## config.mk

```make
export PLATFORM = sky130hd
export DESIGN_NAME = bnn_layer_engine
export DESIGN_NICKNAME = d
export VERILOG_FILES = /design/src/rtl/bnn_layer_engine.sv
export SDC_FILE = /design/constraint.sdc
export NUM_CORES = 1
export LEC_CHECK = 0
export CAP_MARGIN = 20
export CELL_PAD_IN_SITES_DETAIL_PLACEMENT = 1
export CELL_PAD_IN_SITES_GLOBAL_PLACEMENT = 2
export CORE_ASPECT_RATIO = 1.75
export CORE_UTILIZATION = 32
export CTS_BUF_LIST = sky130_fd_sc_hd__clkbuf_4
export CTS_CLUSTER_DIAMETER = 100
export DETAILED_ROUTE_END_ITERATION = 10
export GPL_TIMING_DRIVEN = 0
export HOLD_SLACK_MARGIN = 0.1
export PLACE_DENSITY_LB_ADDON = 0.1
export SLEW_MARGIN = 5
export SYNTH_ARGS = -nofsm -noshare
export SYNTH_HDL_FRONTEND = slang
export SYNTH_SLANG_ARGS = --single-unit
```

## constraint.sdc

```tcl
create_clock -name clk -period 6.44 [get_ports clk]
set_clock_uncertainty 0.15 [all_clocks]
set_input_delay 1.61 -clock clk [delete_from_list [all_inputs] [get_ports clk]]
set_output_delay 1.61 -clock clk [all_outputs]
set_load 0.03 [all_outputs]
```

## src/rtl/bnn_layer_engine.sv

```systemverilog
// bnn_layer_engine: parallel binary neurons over a chunked input vector.
// Each accepted beat adds the XNOR-popcount of the beat to a per-neuron
// accumulator. The final beat compares the total with a per-neuron threshold
// and hands the result to the downstream consumer over a ready/valid port.
module bnn_layer_engine #(
   parameter int CHUNK_W    = 16,
   parameter int NUM_CHUNKS = 4,
   parameter int NEURONS    = 8,
   parameter int ACC_W      = 8
) (
   input  logic                       clk,
   input  logic                       rst,
   input  logic                       in_valid,
   output logic                       in_ready,
   input  logic [CHUNK_W-1:0]         in_bits,
   input  logic                       in_last,
   input  logic [NEURONS*CHUNK_W-1:0] weights,
   input  logic [NEURONS*ACC_W-1:0]   thresholds,
   output logic                       out_valid,
   input  logic                       out_ready,
   output logic [NEURONS-1:0]         out_act,
   output logic [NEURONS*ACC_W-1:0]   out_popcount,
   output logic                       err_len
);

   localparam int CNT_W = (NUM_CHUNKS > 1) ? $clog2(NUM_CHUNKS) : 1;
   localparam int PC_W  = $clog2(CHUNK_W + 1);
   localparam logic [CNT_W-1:0] LAST_BEAT = CNT_W'(NUM_CHUNKS - 1);

   typedef enum logic {
      ACCUM = 1'b0,
      HOLD  = 1'b1
   } state_t;

   state_t            state_reg;
   state_t            state_next;
   logic [CNT_W-1:0]  beat_cnt_reg;
   logic              err_len_reg;

   logic              accept;
   logic              beat_is_last;
   logic              vec_end;
   logic              good_last;
   logic              frame_err;

   // Count of ones in a chunk; the match vector is formed by the caller.
   function automatic logic [PC_W-1:0] popcnt(input logic [CHUNK_W-1:0] v);
      logic [PC_W-1:0] cnt;
      cnt = '0;
      for (int b = 0; b < CHUNK_W; b++) begin
         cnt = cnt + PC_W'(v[b]);
      end
      return cnt;
   endfunction

   // Upstream stalls only when a held result is not being taken this cycle.
   assign out_valid    = (state_reg == HOLD);
   assign in_ready     = !(out_valid && !out_ready);
   assign accept       = in_valid && in_ready;
   assign beat_is_last = (beat_cnt_reg == LAST_BEAT);
   // Any accepted beat that ends a vector, well-framed or not, clears the accumulators.
   assign vec_end      = accept && (in_last || beat_is_last);
   assign good_last    = accept && in_last && beat_is_last;
   assign frame_err    = accept && (in_last != beat_is_last);
   assign err_len      = err_len_reg;

   genvar gi;
   generate
      for (gi = 0; gi < NEURONS; gi++) begin : g_neuron
         logic [CHUNK_W-1:0] match;
         logic [PC_W-1:0]    pc_cnt;
         logic [ACC_W-1:0]   total;
         logic [ACC_W-1:0]   acc_reg;
         logic [ACC_W-1:0]   pc_out_reg;
         logic               act_reg;

         assign match  = ~(in_bits ^ weights[gi*CHUNK_W +: CHUNK_W]);
         assign pc_cnt = popcnt(match);
         assign total  = acc_reg + ACC_W'(pc_cnt);

         // Accumulate mid-vector beats; any vector-ending beat restarts from zero.
         always_ff @(posedge clk or posedge rst) begin
            if (rst) begin
               acc_reg <= '0;
            end else if (accept) begin
               acc_reg <= vec_end ? '0 : total;
            end
         end

         // Capture total and activation only on a well-framed final beat.
         always_ff @(posedge clk or posedge rst) begin
            if (rst) begin
               pc_out_reg <= '0;
               act_reg    <= 1'b0;
            end else if (good_last) begin
               pc_out_reg <= total;
               act_reg    <= (total >= thresholds[gi*ACC_W +: ACC_W]);
            end
         end

         assign out_popcount[gi*ACC_W +: ACC_W] = pc_out_reg;
         assign out_act[gi]                      = act_reg;
      end
   endgenerate

   // Beat position within the vector, framing error pulse and output state.
   always_ff @(posedge clk or posedge rst) begin
      if (rst) begin
         state_reg    <= ACCUM;
         beat_cnt_reg <= '0;
         err_len_reg  <= 1'b0;
      end else begin
         state_reg   <= state_next;
         err_len_reg <= frame_err;
         if (accept) begin
            beat_cnt_reg <= vec_end ? '0 : beat_cnt_reg + 1'b1;
         end
      end
   end

   // A new good result always (re)enters HOLD; otherwise HOLD drains on a handshake.
   always_comb begin
      state_next = state_reg;
      case (state_reg)
         ACCUM: begin
            if (good_last) begin
               state_next = HOLD;
            end
         end
         HOLD: begin
            if (good_last) begin
               state_next = HOLD;
            end else if (out_ready) begin
               state_next = ACCUM;
            end
         end
         default: state_next = ACCUM;
      endcase
   end

endmodule

```

## After elaboration in Yosys (flattened, before gate mapping)

Cells that the tools add are included.

- Output and inout port bits: 75
- Register bits: 140

- Equality and inequality tests: 2
- Multiplexer cells: 13
- Add/subtract/negate cells: 129
- $lt $le $gt $ge: 8
- Reduce and logical (&&, ||, !) cells: 9
- Bitwise operators: 17

Operator list:

| cell | number |
|---|---|
| $add A5 B1 Y5 | 88 |
| $not A16 Y16 | 8 |
| $xor A16 B16 Y16 | 8 |
| $add A8 B5 Y8 | 8 |
| $ge A8 B8 Y1 | 8 |
| $mux W8 | 8 |
| $add A4 B1 Y5 | 8 |
| $add A3 B1 Y4 | 8 |
| $add A2 B1 Y3 | 8 |
| $add A1 B1 Y2 | 8 |
| $logic_and A1 B1 Y1 | 6 |
| $mux W1 | 3 |
| $add A2 B1 Y2 const B | 1 |
| $eq A2 B2 Y1 const B | 1 |
| $logic_not A1 Y1 | 2 |
| $mux W2 | 1 |
| $pmux W1 S2 | 1 |
| $logic_or A1 B1 Y1 | 1 |
| $ne A1 B1 Y1 | 1 |
| $not A1 Y1 | 1 |

## Logic depth before layout (Yosys ltp)

Gate-level depths: netlist (run 1).

- Depth after elaboration: 19
- Gate-level depth with buffers: 21
- Gate-level depth less buffers: 20

## Worst setup path before layout (run 1)

No wires, ideal clock.

- Path type: in2reg
- From: input port in_bits[15]
- To: register g_neuron[0].act_reg
- Required time: 6,213 ps
- Setup time: 77 ps
- Setup slack: -136 ps
- Cell stages on the path: 16
- Arrival time: 6,349 ps
- Path through: clkbuf_1 -> xor2_1 -> fa_1 -> fa_1 -> fa_1 -> inv_1 -> fa_1 -> fa_1 -> fa_1 -> a21oi_1 -> o211ai_1 -> xor2_1 -> ha_1 -> nand4_1 -> or3_1 -> a21oi_1

- Word-level cells in the longest chain between the ends: 5

RTL lines:

| what | RTL line | text |
|---|---|---|
| from (decl) | 15 | `input logic [CHUNK_W-1:0] in_bits,` |
| $xor A16 B16 Y16 | 77 | `assign match = ~(in_bits ^ weights[gi*CHUNK_W +: CHUNK_W]);` |
| $not A16 Y16 | 77 |  |
| $add A5 B1 Y5 | 51 | `cnt = cnt + PC_W'(v[b]);` |
| $add A8 B5 Y8 | 79 | `assign total = acc_reg + ACC_W'(pc_cnt);` |
| via g_neuron[0].total[6] | 72 | `logic [ACC_W-1:0] total;` |
| $ge A8 B8 Y1 | 97 | `act_reg <= (total >= thresholds[gi*ACC_W +: ACC_W]);` |
| to (signal assigned) | 97 |  |
| to (decl) | 75 | `logic act_reg;` |

The timed path passes the listed nets, and every way through them passes these cells.
A chain may end at the register's enable or synchronous reset.

## Worst setup path after layout (run 1)

- From: input port weights[47]
- To: register g_neuron[2].act_reg

- Word-level cells in the longest chain between the ends: 5

RTL lines:

| what | RTL line | text |
|---|---|---|
| from (decl) | 17 | `input logic [NEURONS*CHUNK_W-1:0] weights,` |
| $xor A16 B16 Y16 | 77 |  |
| $not A16 Y16 | 77 |  |
| $add A5 B1 Y5 | 51 |  |
| $add A8 B5 Y8 | 79 |  |
| via g_neuron[2].total[6] | 72 |  |
| $ge A8 B8 Y1 | 97 |  |
| to (signal assigned) | 97 |  |
| to (decl) | 75 |  |

The timed path passes the listed nets, and every way through them passes these cells.

==> results of run 1 <==
[layout make-up]
type | instances | area, um^2 | area share
sequential | 140 | 3500 | 0.209
buffer | 57 | 342 | 0.0204
inverter | 232 | 878 | 0.0524
timing repair buffer | 284 | 2860 | 0.171
clock inverter | 15 | 154 | 0.00918
multi-input combinational | 895 | 8280 | 0.494
antenna | 2 | 5.00 | 0.000299
tap | 490 | 613 | 0.0366
clock buffer | 17 | 128 | 0.00761
[where the power goes]
part / leakage [nW] / internal, W / switching [W]
combinational: 5.99 / 0.00333 / 0.00438
sequential: 1.87 / 0.00113 / 0.000152
clock: 0.145 / 0.000206 / 0.000441
total: 8.00 / 0.00467 / 0.00497
[Yosys cell counts (3+ instances only)]
| library cell | instances |
|---|---|
| inv_1 | 232 |
| dfrtp_1 | 140 |
| nand2_1 | 132 |
| ha_1 | 130 |
| xnor2_1 | 110 |
| fa_1 | 96 |
| o21ai_0 | 69 |
| xor2_1 | 65 |
| a21oi_1 | 54 |
| nor2_1 | 34 |
| mux2_2 | 28 |
| nand3_1 | 28 |
| or3_1 | 28 |
| clkbuf_1 | 25 |
| a21o_1 | 21 |
| a22o_1 | 16 |
| a211oi_1 | 15 |
| buf_4 | 15 |
| nand2b_1 | 10 |
| o31ai_1 | 10 |
| buf_2 | 9 |
| nand4_1 | 8 |
| o2111ai_1 | 7 |
| a2111oi_4 | 6 |
| a41oi_2 | 5 |
| buf_6 | 5 |
| clkbuf_2 | 3 |
[worst max-delay path, cell delays in order]
cell and delay [ps]:
clkdlybuf4s50_1 430, xor2_1 170, fa_1 600, inv_1 70, fa_1 520, inv_1 60, fa_1 480, inv_1 70
fa_1 500, fa_2 390, inv_1 100, fa_2 210, inv_1 40, a21o_1 200, a41oi_2 280, xnor2_2 130
ha_1 300, nand4_1 80, or3_1 410, a21oi_2 130
[worst max path at each step]
stage	from	to	slack, ps
final	weights[47]	g_neuron[2].act_reg$_DFFE_PP0P_	110
after global routing	weights[111]	g_neuron[6].act_reg$_DFFE_PP0P_	-2
after CTS	weights[91]	g_neuron[5].act_reg$_DFFE_PP0P_	1
after detailed placement	in_bits[0]	g_neuron[2].act_reg$_DFFE_PP0P_	-750
after global placement	rst	g_neuron[3].pc_out_reg[0]$_DFFE_PP0P_	-2010
after floorplan	in_bits[15]	g_neuron[0].act_reg$_DFFE_PP0P_	7
[metal layers]
metal / part of all wire / wire length [um] / track usage
met5: 0 / 0 / 0
met4: 0.026 / 1270 / 0.0857
met3: 0.037 / 1790 / 0.0400
met2: 0.56 / 27000 / 0.470
met1: 0.38 / 18500 / 0.270
[logic make-up (layout without fill, tap and decap cells)]
group / Yosys count / after routing / synth area share
buffers and inverters: 289 / 605 / 0.0935
and+or+nand+nor: 251 / 251 / 0.0904
adders and majority gates: 226 / 226 / 0.278
AOI/OAI and AO/OA: 214 / 214 / 0.118
xor gates and xnor gates: 175 / 175 / 0.120
DFF: 140 / 140 / 0.274
muxes: 29 / 29 / 0.0259
other: 0 / 2 / 0
[through the flow]
step / cell area [um^2] / power (W) / hold slack, ps / setup WS, ps / TNS (ps)
after floorplan: 12800 / 0.00652 / 293 / 6.61 / 0
after global placement: 16100 / 0.00866 / 303 / -2010 / -281180
after detailed placement: 16200 / 0.00886 / 312 / -753 / -6140
after CTS: 16500 / 0.00959 / 347 / 1.33 / 0
after global routing: 16800 / 0.0107 / 365 / -2.43 / -2.43
final: 16800 / 0.00965 / 340 / 106 / 0
[what timing repair did]
item,CTS,global route
endpoints found under the setup margin,4,8
resized for setup,4,48
buffers inserted,0,8
endpoints found under the hold margin,0,0
pin swaps,1,35
==> flow_summary_export.csv, run 1 <==
group,metric,value,unit
run_status,status,"finished, final reports clean",
critical_path,startpoint_type,"primary input",
detailed_routing,drc,0,
synthesis,syn_inst,1324,
flow_run,maxCapViolCount,0,
global_route,grt_pass1_wl,71500,um
cells_and_area,area_delta_synth_final,31.3,%
synthesis,ys.flop_type,"dfrtp_1",
detailed_routing,drt_iter0_drc,369,
cells_and_area,final_common_cell,"clkdlybuf4s50_1",
min_path,whs_path_depth,2,
placement,placed_cells,2090,
global_route,antenna_found_initial,3,
synthesis,yosysSeqAreaShare,0.274,
placement,portBuffers,271,
synthesis,synth_edf_count,0,
sta,tightest_slew,1110,ps
cells_and_area,final_util,0.427,
sta,clock.fmax,0.158,GHz
clocking,clkSinkCount,140,
clocking,hold_buffers,0,
sta,slew_violations,0,
placement,gp_congestion,0.814,
power_and_ir_drop,power.density,575,mW/mm^2
synthesis,avgSynthCellArea,9.64,um^2
synthesis,synth_area,0.0128,mm^2
detailed_routing,vias,10400,
detailed_routing,vias_per_cell,4.88,
cells_and_area,layout_common_cells,"clkdlybuf4s50_1, inv_1, dfrtp_1, nand2_1, ha_1",
global_route,grt_pass1_vias,11500,
cells_and_area,final_nets,2066,
floorplanning,start_util,0.325,
detailed_routing,ant_nets,0,
floorplanning,die_area,0.0407,mm^2
clocking,clock_latency,650,ps
power_and_ir_drop,power.leakage,8.00,nW
synthesis,synthDistinctLibCells,47,
clocking,root_buffer,"clkbuf_4",
cells_and_area,nFillCells,4484,
critical_path,path_max_fanout,3,
critical_path,critPathKind,"primary input to flop",
sta,fin_crit,6330,ps
clocking,cts-htree-levels,4,
global_route,gr-total-overflow,0,
clocking,clockBufferDepth,2,
cells_and_area,drive_above_1_share,0.109,
critical_path,cp.arrival,6770,ps
synthesis,synth.area.top_cells,"dfrtp_1, fa_1, ha_1",
detailed_routing,wl,48600,um
floorplanning,rows,96,
synthesis,ys.warnings.count,0,
cells_and_area,layout.cells.non_filler,2132,
global_route,grt_max_degree,81,
synthesis,async_flop_share,1.00,
synthesis,syn_nets,1763,
synthesis,synth_top_area_frac,0.274,
min_path,whs_endpoint,"g_neuron[0].pc_out_reg[6]$_DFFE_PP0P_",
critical_path,r2r-end,"g_neuron[2].act_reg$_DFFE_PP0P_",
floorplanning,die_w,153,um
placement,dp.final_hpwl,38500,um
synthesis,synth_top_cell_by_area,"dfrtp_1",
synthesis,ys_seq_elements,140,
clocking,cts_buffers,17,
floorplanning,ioPinCount,288,
critical_path,worstPathRequired,6880,ps
detailed_routing,first_pass_iters,4,
power_and_ir_drop,ir_drop,0.000308,V
critical_path,r2r_cells,16,
sta,finalCritPeriodShare,0.983,
clocking,cts_tree,"built",
global_route,grt_usage,0.245,
sta,slew_headroom,0.261,
detailed_routing,wl_per_cell,22.8,um
min_path,hp-start,"g_neuron[0].pc_out_reg[6]$_DFFE_PP0P_",
critical_path,worstSetupEndpointType,"flop",
clocking,cts.clk_slew.worst_paths,160,ps
critical_path,r2r_start,"g_neuron[2].acc_reg[0]$_DFFE_PP0P_",
floorplanning,core,0.0393,mm^2
floorplanning,die_y,266,um
critical_path,ff2ff_setup_slack,1910,ps
sta,setup_violations,0,
sta,finalHoldViolCount,0,
min_path,hp-class,"flop to flop",
(Power assumes the default switching activity.)
==> inputs of run 2 (changes only) <==
- PLACE_DENSITY: unset -> 0.88
- PLACE_DENSITY_LB_ADDON: 0.1 -> unset
==> run 2 against run 1 <==
  * Final area up 0.49%
  * Power is 0.69% higher
  * Sequential power about the same
  * First-iteration DRC count up 14%
  * Non-clock buffer count up 5
  * Sequential cell count unchanged
  * Register-to-register slack got worse by 40 ps
  * Final cell count is 0.14% higher
  * Clock-buffer cell count up 1
  * Highest routed layer unchanged
==> flow_summary_export.csv, run 2 (synthesis results as in run 1) <==
group,metric,value,unit
run_status,status,"finished, final reports clean",
clocking,cts.clk_slew.worst_paths,150,ps
min_path,hp-start,"g_neuron[7].acc_reg[2]$_DFFE_PP0P_",
sta,hold_ws,342,ps
global_route,grt_util_met1,0.255,
clocking,clock_latency,610,ps
global_route,antenna_found_initial,1,
clocking,hold_buffers,0,
power_and_ir_drop,p_int,0.00470,W
detailed_routing,wl,49000,um
critical_path,critPathKind,"primary input to flop",
min_path,hp-class,"flop to flop",
power_and_ir_drop,p_switching,0.00501,W
power_and_ir_drop,clkPwrFrac,0.062,
critical_path,startpoint_type,"primary input",
placement,gp_congestion,0.871,
cells_and_area,layout_common_cells,"clkdlybuf4s50_1, inv_1, dfrtp_1, nand2_1, ha_1",
power_and_ir_drop,switching_share,0.516,
global_route,grt_pass1_vias,12200,
floorplanning,start_util,0.325,
critical_path,cp.arrival,6710,ps
sta,slew_headroom,0.271,
critical_path,path_max_fanout,3,
clocking,clkSinkCount,140,
global_route,use_met3,0.0303,
global_route,grt_pass1_wl,72800,um
power_and_ir_drop,comb_power_share,0.805,
global_route,grt_usage,0.247,
floorplanning,die_area,0.0407,mm^2
detailed_routing,first_pass_iters,4,
sta,clock.fmax,0.158,GHz
sta,finalCritPeriodShare,0.981,
clocking,clockBufferDepth,2,
power_and_ir_drop,ir_drop,0.000320,V
power_and_ir_drop,power.density,576,mW/mm^2
detailed_routing,drc,0,
clocking,cts_buffers,17,
floorplanning,rows,96,
cells_and_area,final_util,0.429,
global_route,grt_util_met2,0.488,
clocking,cts_tree,"built",
placement,portBuffers,271,
floorplanning,ioPinCount,288,
power_and_ir_drop,power.leakage,8.11,nW
global_route,grt_max_degree,88,
clocking,cts-htree-levels,4,
floorplanning,die_w,153,um
flow_run,maxCapViolCount,0,
power_and_ir_drop,p_seq_frac,0.133,
sta,finalHoldViolCount,0,
cells_and_area,final_common_cell,"clkdlybuf4s50_1",
cells_and_area,area_delta_synth_final,31.9,%
floorplanning,die_y,266,um
detailed_routing,vias_per_cell,5.00,
sta,slew_violations,0,
detailed_routing,vias,10700,
detailed_routing,wl_per_cell,23.0,um
global_route,gr-total-overflow,0,
cells_and_area,nFillCells,4453,
critical_path,startpoint,"weights[125]",
sta,setup_violations,0,
detailed_routing,drt_iter0_drc,420,
cells_and_area,drive_above_1_share,0.113,
clocking,root_buffer,"clkbuf_4",
global_route,grt_busiest_layer,"met2",
sta,fin_crit,6320,ps
power_and_ir_drop,power,0.00971,W
critical_path,worstPathRequired,6840,ps
sta,tightest_slew,1090,ps
placement,dp.final_hpwl,39200,um
critical_path,r2r_start,"g_neuron[6].acc_reg[0]$_DFFE_PP0P_",
critical_path,worstSetupEndpointType,"flop",
cells_and_area,final_nets,2071,
detailed_routing,ant_nets,0,
floorplanning,core,0.0393,mm^2
## run 2: cell count changes in the layout (fill, tap and decap cells not counted), sizes merged
cell           change
dlymetal6s2s       +6
clkdlybuf4s50      -6
clkinv             +4
buf                +6
inv                -7
bufinv             +1
diode              -1
## run 2: metrics by stage
step                TNS (ps)  cells  instance area, um^2  worst slack (ps)
global route           -46.8   2135                16800             -20.7
global placement     -236250   2085                16100             -1670
CTS                        0   2123                16500              8.30
floorplan                  0   1324                12800              6.61
detailed placement     -6420   2091                16200              -832
finish                     0   2135                16800               124
## run 2: critical path: stages
cell and delay [ps]:
clkdlybuf4s50_1 440, xor2_1 170, fa_1 530, inv_1 70
fa_2 630, inv_1 80, fa_1 470, inv_1 50
fa_1 490, fa_2 360, buf_4 150, a211oi_2 190
o21ai_1 150, o2111ai_2 160, xnor2_1 140, ha_1 380
nand4_1 120, or3_1 380, a21oi_1 130
## run 2: layer usage
layer | share of wire | vias up | wire [um]
li1 | - | 4880 | -
met1 | 0.35 | 5423 | 17300
met2 | 0.57 | 281 | 27900
met3 | 0.033 | 93 | 1620
met4 | 0.045 | 0 | 2210
met5 | 0 | - | 0
## run 2: layout make-up
type                    count  area (um^2)  share of cell area
diodes                      1         2.50            0.000149
plain buffers              57          344              0.0204
clock buffers              18          135             0.00802
clock inverters            13          125             0.00743
inverters                 232          878              0.0521
multi-input cells         895         8320               0.494
flip-flops and latches    140         3500               0.208
well taps                 490          613              0.0364
repair buffers            289         2920               0.173
## run 2: power groups by stage
stage	registers, W	logic (W)	clock network [W]
floorplan	0.00151	0.00501	0
global placement	0.00131	0.00729	0
detailed placement	0.00131	0.00763	0
CTS	0.00130	0.00769	0.000617
global route	0.00133	0.00868	0.000641
finish	0.00130	0.00782	0.000599
## run 2: final timing paths
path,to,cells after the start,slack [ps]
max in group asynchronous,g_neuron[2].acc_reg[4]$_DFFE_PP0P_,3,4070
hold / removal,g_neuron[7].acc_reg[2]$_DFFE_PP0P_,2,340
setup reg to reg,g_neuron[6].act_reg$_DFFE_PP0P_,16,1870
hold reg to reg,g_neuron[7].acc_reg[2]$_DFFE_PP0P_,2,340
setup / recovery,g_neuron[7].act_reg$_DFFE_PP0P_,19,120
min in group asynchronous,g_neuron[7].acc_reg[4]$_DFFE_PP0P_,2,1230
## run 2: timing repair
action / CTS / global route
pin swaps: 1 / 28
setup buffers: 1 / 11
resized for setup: 9 / 60
setup endpoints to repair: 4 / 8
==> inputs of run 3 (changes only) <==
- CELL_PAD_IN_SITES_GLOBAL_PLACEMENT: 2 -> 1
- CORE_MARGIN: unset -> 2
- CORE_UTILIZATION: 32 -> 40
- PLACE_DENSITY: 0.88 -> 0.89
==> run 3 against run 2 <==
  * Utilization increased by 11 points
  * Sequential share of layout area about the same
  * Final area about the same
  * Critical path depth decreased by 2
  * Global-route usage increased by 5.0 points
  * Die area decreased by 18%
  * Routed wire length increased by 2.1%
  * Non-clock buffer count increased by 5
  * Clock-buffer cell count increased by 1
  * Critical path type unchanged
==> flow_summary_export.csv, run 3 (synthesis results as in run 1) <==
group,metric,value,unit
sta,setup_violations,0,
detailed_routing,wl,50100,um
placement,gp_congestion,0.897,
sta,finalCritPeriodShare,0.993,
floorplanning,die_area,0.0334,mm^2
clocking,root_buffer,"clkbuf_4",
cells_and_area,nFillCells,3528,
global_route,grt_busiest_layer,"met2",
clocking,clkSinkCount,140,
placement,dp.final_hpwl,39000,um
clocking,hold_buffers,0,
sta,tightest_slew,1060,ps
global_route,grt_pass1_wl,73200,um
global_route,grt_usage,0.298,
run_status,status,"finished, final reports clean",
clocking,cts_buffers,17,
global_route,gr-total-overflow,0,
floorplanning,rows,86,
cells_and_area,area_delta_synth_final,32.0,%
global_route,grt_util_met1,0.302,
power_and_ir_drop,power,0.0101,W
power_and_ir_drop,power.density,598,mW/mm^2
critical_path,cp.arrival,6830,ps
sta,fin_crit,6400,ps
cells_and_area,final_common_cell,"clkdlybuf4s50_1",
critical_path,worstSetupEndpointType,"flop",
power_and_ir_drop,p_switching,0.00517,W
power_and_ir_drop,ir_drop,0.000365,V
floorplanning,die_y,240,um
critical_path,path_max_fanout,3,
clocking,clock_latency,650,ps
global_route,use_met3,0.0488,
sta,slew_headroom,0.293,
detailed_routing,vias_per_cell,5.41,
sta,slew_violations,0,
global_route,grt_max_degree,115,
detailed_routing,first_pass_iters,5,
floorplanning,start_util,0.406,
power_and_ir_drop,p_int,0.00491,W
detailed_routing,drt_iter0_drc,426,
detailed_routing,vias,11100,
critical_path,worstPathRequired,6870,ps
sta,clock.fmax,0.156,GHz
placement,portBuffers,271,
critical_path,critPathKind,"primary input to flop",
cells_and_area,layout_common_cells,"clkdlybuf4s50_1, inv_1, dfrtp_1, nand2_1, ha_1",
power_and_ir_drop,comb_power_share,0.800,
critical_path,startpoint_type,"primary input",
clocking,clockBufferDepth,2,
sta,finalHoldViolCount,0,
detailed_routing,drc,0,
sta,setup_tns,0,ps
power_and_ir_drop,p_seq_frac,0.128,
flow_run,maxCapViolCount,0,
global_route,grt_pass1_vias,12700,
min_path,hp-class,"flop to flop",
power_and_ir_drop,switching_share,0.513,
floorplanning,core,0.0314,mm^2
power_and_ir_drop,power.leakage,8.17,nW
global_route,grt_util_met2,0.551,
detailed_routing,ant_nets,0,
cells_and_area,drive_above_1_share,0.119,
clocking,cts.clk_slew.worst_paths,130,ps
power_and_ir_drop,clkPwrFrac,0.072,
cells_and_area,final_nets,2076,
floorplanning,ioPinCount,288,
clocking,cts_tree,"built",
global_route,antenna_found_initial,2,
detailed_routing,wl_per_cell,24.4,um
floorplanning,die_w,139,um
clocking,cts-htree-levels,4,
-- run 3: cell count changes in the layout (fill, tap and decap cells not counted), sizes merged --
| cell | before | now |
|---|---|---|
| buf | 50 | 53 |
| bufinv | 2 | 5 |
| clkbuf | 43 | 46 |
| clkdlybuf4s50 | 264 | 266 |
| dlymetal6s2s | 7 | 5 |
| inv | 234 | 232 |
| clkinvlp | 3 | 2 |
| diode | 1 | 2 |
-- run 3: repair_timing --
item | in CTS | in global routing
buffers inserted | 2 | 16
resized for setup | 10 | 62
pin swaps | 7 | 51
setup endpoints to repair | 6 | 8
-- run 3: per-layer routing --
layer / vias up / share of wire / wire length (um)
li1: 4902 / - / -
met1: 5558 / 0.34 / 16800
met2: 430 / 0.53 / 26800
met3: 186 / 0.050 / 2520
met4: 0 / 0.079 / 3970
met5: - / 0 / 0
-- run 3: cell type report --
cell class,count,area [um^2],share of cell area
multi-input cells,895,8340,0.495
flip-flops and latches,140,3500,0.208
repair buffers,294,2950,0.175
inverters,232,878,0.0521
well taps,396,495,0.0294
plain buffers,57,344,0.0204
clock inverters,13,198,0.0117
clock buffers,19,143,0.00846
diodes,2,5.00,0.000297
-- run 3: power groups by stage --
| stage | Sequential, W | Combinational (W) | Clock [W] |
|---|---|---|---|
| after floorplan | 0.00151 | 0.00501 | 0 |
| after global placement | 0.00129 | 0.00709 | 0 |
| after detailed placement | 0.00131 | 0.00761 | 0 |
| after CTS | 0.00129 | 0.00774 | 0.000736 |
| after global routing | 0.00132 | 0.00891 | 0.000767 |
| final | 0.00130 | 0.00807 | 0.000724 |
-- run 3: path summary, 6_finish.rpt --
check,end,cells past startpoint,from,slack (ps)
max in group asynchronous,g_neuron[4].acc_reg[7]$_DFFE_PP0P_,3,rst,4060
setup / recovery,g_neuron[0].act_reg$_DFFE_PP0P_,17,weights[9],40
setup reg to reg,g_neuron[0].act_reg$_DFFE_PP0P_,14,g_neuron[0].acc_reg[0]$_DFFE_PP0P_,1770
hold / removal,g_neuron[4].pc_out_reg[0]$_DFFE_PP0P_,2,g_neuron[4].pc_out_reg[0]$_DFFE_PP0P_,350
hold reg to reg,g_neuron[4].pc_out_reg[0]$_DFFE_PP0P_,2,g_neuron[4].pc_out_reg[0]$_DFFE_PP0P_,350
min in group asynchronous,g_neuron[7].pc_out_reg[5]$_DFFE_PP0P_,2,rst,1170
-- run 3: per-stage QoR --
stage                     worst slack (ps)  instance area, um^2   util  hold slack (ps)  cells
after floorplan                       6.61                12800      -              293   1324
after global placement               -1500                16000  0.509              304   1991
after detailed placement              -811                16100  0.512              324   1996
after CTS                             5.55                16500  0.524              353   2030
after global routing                  -103                16900  0.537              374   2048
final                                 44.9                16900  0.537              349   2048
-- run 3: critical path, cell delays in order --
cell and delay [ps]:
clkdlybuf4s50_1 420, xnor2_1 160, fa_1 550, inv_1 80
fa_1 540, fa_1 590, inv_1 70, fa_1 480
fa_2 420, fa_2 390, a21oi_2 200, o211ai_1 170
xor2_1 210, ha_1 310, nand4_1 90, or3_1 410
a21oi_2 130
